==> config.mk <==
export PLATFORM = sky130hd
export DESIGN_NAME = uart_tx_fifo
export DESIGN_NICKNAME = d
export VERILOG_FILES = /design/src/rtl/uart_tx_fifo.sv
export SDC_FILE = /design/constraint.sdc
export NUM_CORES = 1
export LEC_CHECK = 0
export BUFFER_PORTS_ARGS = -buffer_cell sky130_fd_sc_hd__buf_2
export CAP_MARGIN = 0
export CORE_UTILIZATION = 55
export DETAILED_ROUTE_END_ITERATION = 10
export GPL_TIMING_DRIVEN = 0
export PLACE_DENSITY = 0.83
export SLEW_MARGIN = 15
export SYNTH_ARGS = -nofsm -noshare
export SYNTH_HDL_FRONTEND = slang
export SYNTH_SLANG_ARGS = --single-unit
==> constraint.sdc <==
create_clock -name clk -period 3.2 [get_ports clk]
set_clock_uncertainty 0.15 [all_clocks]
set_input_delay 0.8 -clock clk [delete_from_list [all_inputs] [get_ports clk]]
set_output_delay 0.8 -clock clk [all_outputs]
set_load 0.01 [all_outputs]
==> src/rtl/uart_tx_fifo.sv <==
// -----------------------------------------------------------------------------
// uart_tx_fifo
//
// Transmit side of the UART. Bytes written from the bus side are buffered in a
// DEPTH-entry FIFO and serialised onto tx_out as start bit, DATA_W data bits
// (LSB first), optional even-parity bit, and stop bit. Each bit lasts
// BIT_PERIOD clocks. While the FIFO holds data, frames are sent back to back
// with no idle bit between them.
//
// Parameters
//   DEPTH       FIFO entries (power of 2, >= 2)
//   DATA_W      bits per word and per frame
//   BIT_PERIOD  clocks per serial bit (>= 2)
//
// Ports
//   clk       in   system clock, rising edge
//   rst       in   synchronous active-high reset
//   w_enable  in   write strobe, w_data is pushed on the edge where it is high
//   w_data    in   byte to transmit
//   tx_out    out  serial line, idle high (registered)
//   empty     out  FIFO holds no words (a frame may still be in flight)
//   full      out  FIFO holds DEPTH words
//   busy      out  frame in progress (FSM not IDLE)
//   tx_done   out  one-cycle pulse on the last clock of each stop bit
//
// Build option
//   UART_TX_PARITY_EN  when defined, a PARITY state after DATA sends the
//                      even-parity bit (XOR of the data bits).
//
// Write handshake: there is no ready signal. w_enable is a one-cycle strobe
// that is accepted when full is low; a strobe while full is dropped without
// any state change, even if the FSM pops a word on the same edge.
// -----------------------------------------------------------------------------
module uart_tx_fifo #(
    parameter int DEPTH      = 8,
    parameter int DATA_W     = 8,
    parameter int BIT_PERIOD = 10
) (
    input  logic              clk,
    input  logic              rst,
    input  logic              w_enable,
    input  logic [DATA_W-1:0] w_data,
    output logic              tx_out,
    output logic              empty,
    output logic              full,
    output logic              busy,
    output logic              tx_done
);

    localparam int AW = $clog2(DEPTH);
    localparam int CW = AW + 1;
    localparam int PW = $clog2(BIT_PERIOD);
    localparam int BW = (DATA_W > 1) ? $clog2(DATA_W) : 1;

    localparam logic [CW-1:0] COUNT_FULL  = CW'(DEPTH);
    localparam logic [PW-1:0] PERIOD_LAST = PW'(BIT_PERIOD - 1);
    localparam logic [BW-1:0] BIT_LAST    = BW'(DATA_W - 1);

    typedef enum logic [2:0] {
        IDLE   = 3'd0,
        START  = 3'd1,
        DATA   = 3'd2,
        PARITY = 3'd3,
        STOP   = 3'd4
    } state_t;

    state_t state;
    state_t state_next;

    logic [DATA_W-1:0] mem [DEPTH];
    logic [AW-1:0]     wr_ptr;
    logic [AW-1:0]     rd_ptr;
    logic [CW-1:0]     count;
    logic [CW-1:0]     count_next;

    logic [PW-1:0]     period_cnt;
    logic [BW-1:0]     bit_cnt;
    logic [DATA_W-1:0] shift;

`ifdef UART_TX_PARITY_EN
    logic              parity_bit;
`endif

    logic push;
    logic pop;
    logic line;
    logic period_last;
    logic bit_last;
    logic stop_end;

    // full is registered, so a word leaving on this edge does not make room
    // for a write on the same edge.
    assign push        = w_enable && !full && !rst;
    assign period_last = (period_cnt == PERIOD_LAST);
    assign bit_last    = (bit_cnt == BIT_LAST);
    assign stop_end    = (state == STOP) && period_last;
    assign busy        = (state != IDLE);

    // Next state, pop request and the line level for the current state.
    always_comb begin
        state_next = state;
        pop        = 1'b0;
        line       = 1'b1;
        case (state)
            IDLE: begin
                line = 1'b1;
                if (!empty) begin
                    pop        = 1'b1;
                    state_next = START;
                end
            end
            START: begin
                line = 1'b0;
                if (period_last) state_next = DATA;
            end
            DATA: begin
                line = shift[0];
                if (period_last && bit_last) begin
`ifdef UART_TX_PARITY_EN
                    state_next = PARITY;
`else
                    state_next = STOP;
`endif
                end
            end
`ifdef UART_TX_PARITY_EN
            PARITY: begin
                line = parity_bit;
                if (period_last) state_next = STOP;
            end
`endif
            STOP: begin
                line = 1'b1;
                // Chain straight into the next frame when a word is waiting.
                if (period_last) begin
                    if (!empty) begin
                        pop        = 1'b1;
                        state_next = START;
                    end else begin
                        state_next = IDLE;
                    end
                end
            end
            default: begin
                line       = 1'b1;
                state_next = IDLE;
            end
        endcase
    end

    always_comb begin
        count_next = count;
        case ({push, pop})
            2'b10:   count_next = count + CW'(1);
            2'b01:   count_next = count - CW'(1);
            default: count_next = count;
        endcase
    end

    always_ff @(posedge clk) begin
        if (rst) begin
            state <= IDLE;
        end else begin
            state <= state_next;
        end
    end

    // Storage is not reset; the pointers and count define what is valid.
    always_ff @(posedge clk) begin
        if (push) begin
            mem[wr_ptr] <= w_data;
        end
    end

    // tx_out and tx_done are registered from the current state, so the line
    // follows the FSM one clock later (pop edge -> start bit the edge after).
    always_ff @(posedge clk) begin
        if (rst) begin
            wr_ptr     <= '0;
            rd_ptr     <= '0;
            count      <= '0;
            empty      <= 1'b1;
            full       <= 1'b0;
            period_cnt <= '0;
            bit_cnt    <= '0;
            shift      <= '0;
            tx_out     <= 1'b1;
            tx_done    <= 1'b0;
`ifdef UART_TX_PARITY_EN
            parity_bit <= 1'b0;
`endif
        end else begin
            count   <= count_next;
            empty   <= (count_next == '0);
            full    <= (count_next == COUNT_FULL);
            tx_out  <= line;
            tx_done <= stop_end;

            if (push) wr_ptr <= wr_ptr + AW'(1);
            if (pop)  rd_ptr <= rd_ptr + AW'(1);

            if (state == IDLE || period_last) begin
                period_cnt <= '0;
            end else begin
                period_cnt <= period_cnt + PW'(1);
            end

            if (state == DATA && period_last) begin
                bit_cnt <= bit_last ? '0 : bit_cnt + BW'(1);
            end

            if (pop) begin
                shift <= mem[rd_ptr];
            end else if (state == DATA && period_last) begin
                shift <= shift >> 1;
            end

`ifdef UART_TX_PARITY_EN
            if (pop) begin
                parity_bit <= ^mem[rd_ptr];
            end
`endif
        end
    end

endmodule

==> summary.md <==
| Metric | Value |
|---|---|
| Worst vdd rail ir drop | `331 µV` |
| Fill cell count | `512` |
| Final worst setup slack | `0.201 ns` |
| Met2 routed WL | `3820 µm` |
| Clock buffer depth | `2` |
| Placement Setup Slack | `-0.135 ns` |
| Worst-path maximum fanout | `10` |
| Setup crit end kind | `register` |
| Sw frac | `0.305` |
| Latest clock arrival within the worst-skew pair | `0.36 ns` |
| Layout Nets | `339` |
| Synth Instances | `291` |
| Core outline area | `6940 µm²` |
| Final setup vio count | `0` |
| P&R area growth vs syn | `10.5%` |
| FP Rows | `30` |
| Internal Power | `2.18 mW` |
| Port buffer count | `14` |
| Setup TNS | `0 ns` |
| CP Cell Sequence | `ha_1, nand3b_2, a21oi_1, buf_2, ha_1, clkbuf_1, nor2_1, mux2_4, mux2_4, o211a_1` |
| Chip width | `87.9 µm` |
| Global placement routability congestion | `0.743` |
| Wire length per cell | `17.2 µm` |
| Worst Hold Class | `reg2reg` |
| First-pass GRT wire length | `11800 µm` |
| Fin. Hold Viols | `0` |
| Die Footprint | `7730 µm²` |
| Met3 wire len | `464 µm` |
| Final WL | `7250 µm` |
| Largest net degree at the start of global routing | `19` |
| Syn nets | `310` |
| Vias in the first global route | `2438` |
| CTS Sinks | `99` |
| Top routing layer used | `met4` |
| Status | `finished, final reports clean` |
| DRT iter0 DRCs | `187` |
| Register area share after synthesis | `0.646` |
| Area of the multi-input gates | `1390 µm²` |
| Distinct cells, synth | `44` |
| Die Height | `87.9 µm` |
| Clock tree from TritonCTS | `done` |
| Sequential Area | `2620 µm²` |
| Clock Root Buffer | `clkbuf_8` |
| Total Routing Usage GR | `0.215` |
| ANT nets after route | `0` |
| Vias | `2342` |
| Final period util | `0.937` |
| Layout cell share with drive strength beyond 1 | `0.209` |
| Worst-margin pin slew | `0.900 ns` |
| Fmax | `333 MHz` |
| Warnings, synthesis | `0` |
| Synth area leader | `edfxtp_1` |
| Crit Path Category | `reg2reg` |
| Post-synth top area share | `0.473` |
| Antenna diode count | `0` |
| Seq cells post-synth | `99` |
| Vias per std cell | `5.56` |
| Req. time, crit path | `3.31 ns` |
| Detailed Place HPWL | `4980 µm` |
| Clk network pwr share | `0.233` |
| Largest stage delay, worst path | `0.38 ns` |
| Post-layout min period | `3.00 ns` |
| PD cells | `699 nW/µm²` |
| P_leak | `1.53 nW` |
| Area contributors post-synth | `edfxtp_1 47%, dfxtp_1 17%, mux4_2 8.9%` |
| RSZ-0062 raised after global routing | `no` |
| Total congestion overflow | `0` |
| # resized after CTS | `0` |
| Slew headroom | `0.395` |
| Comb pwr share | `0.274` |
| Sequential power share | `0.493` |
| Commonest non-fill, non-tap cell in the layout | `edfxtp_1` |
| Worst-path clk slew | `0.09 ns` |
| Pre-Repair DR Iteration Count | `4` |
| Worst setup SP type | `register` |
| Pins over their slew limit | `0` |
| Initial core utilization | `0.585` |
| Clock buffer count from CTS | `9` |
| Post-Syn Area per Cell | `14.0 µm²` |
| Leading cell types in the layout, fill and taps excluded | `64 x edfxtp_1, 35 x dfxtp_1, 27 x nor2_1, 26 x nand2_1, 18 x buf_2` |
| Post-CTS Hold Buffers | `0` |
| H-tree level count | `3` |
| Highest-delay cell along the critical path | `dfxtp_1` |
| CP Buf/Inv Count | `2` |
| CP arrival | `3.11 ns` |
| Top Ports | `16` |
| Setup bufs post-CTS | `0` |
| Max-Cap Viols | `0` |
| Cell area after synthesis | `4060 µm²` |
| CP delay by family, top | `multiplexers` |
| Initial antenna violation count | `0` |
| Net Switching | `956 µW` |
| Routed length on met1 | `2940 µm` |
| Remaining DRCs | `0` |
-- flip-flops by register name, summed over array words and instances, names as in the netlist, named ones only --
name        count
bit_cnt         3
count           4
tx_done         1
shift           8
tx_out          1
rd_ptr          3
empty           1
mem            64
state           3
period_cnt      4
wr_ptr          3
full            1
-- layer usage --
metal	vias to the layer above	global-route usage
met5	-	0
met2	64	0.377
met1	1133	0.256
met3	4	0.0745
met4	0	0.0522
li1	1141	-
-- cells in the mapped netlist (all sizes together) --
cell type and count:
a2111oi 2, a211oi 2, a21boi 2, a21o 1
a21oi 10, a22oi 1, a31oi 1, and3 1
and3b 1, buf 6, clkbuf 7, dfxtp 35
edfxtp 64, ha 8, inv 5, mux2 3
mux2i 10, mux4 16, nand2 26, nand2b 2
nand3 3, nand3b 3, nand4b 1, nor2 27
nor2b 2, nor3 12, nor3b 2, nor4 1
o211a 1, o21a 1, o21ai 17, or2 2
or3 7, xnor2 5, xor2 4
-- per-stage QoR --
step	hold WS (ns)	std cells	utilization	instance area, µm²	power (mW)
after floorplan	0.270	291	-	4060	2.23
after global placement	0.282	401	0.612	4250	2.39
after detailed placement	0.298	405	0.620	4310	2.43
after CTS	0.322	421	0.646	4490	3.15
after global routing	0.348	421	0.646	4490	3.32
final	0.320	421	0.646	4490	3.14
-- worst register-to-register path, cell delays in order, from the launching register on --
cell,delay [ns]
dfxtp_1,0.38
ha_1,0.22
nand3b_2,0.21
a21oi_1,0.29
buf_2,0.25
ha_1,0.14
clkbuf_1,0.34
nor2_1,0.10
mux2_4,0.30
mux2_4,0.31
o211a_1,0.21
-- logic make-up after synthesis --
kind of cell,Yosys count,synth area share
AND/OR/NAND/NOR,90,0.109
AO/OA/AOI/OAI,38,0.0579
buffers and inverters,18,0.0197
XOR/XNOR,9,0.0194
flip-flops,99,0.646
multiplexers,29,0.124
adder cells (fa/ha/maj),8,0.0246
-- final cells by class --
| cell class | count | area share |
|---|---|---|
| well taps | 96 | 0.0268 |
| clock buffers | 9 | 0.0276 |
| plain buffers | 13 | 0.0137 |
| inverters | 5 | 0.00418 |
| flip-flops and latches | 99 | 0.584 |
| multi-input cells | 174 | 0.309 |
| clock inverters | 7 | 0.0123 |
| repair buffers | 18 | 0.0223 |
-- power by group through the flow --
stage	Sequential, mW	Clock [mW]	Combinational [mW]
after floorplan	1.56	0	0.673
after global placement	1.57	0	0.822
after detailed placement	1.57	0	0.855
after CTS	1.54	0.746	0.864
after global routing	1.56	0.804	0.955
final	1.55	0.732	0.859
-- worst paths after layout --
kind | from | to | slack, ns | cells after the start
max | period_cnt[0] | empty | 0.20 | 10
min | shift[2] | shift[2] | 0.32 | 2
max reg2reg | period_cnt[0] | empty | 0.20 | 10
min reg2reg | shift[2] | shift[2] | 0.32 | 2
No activity file was read; power rests on OpenSTA's default activity.
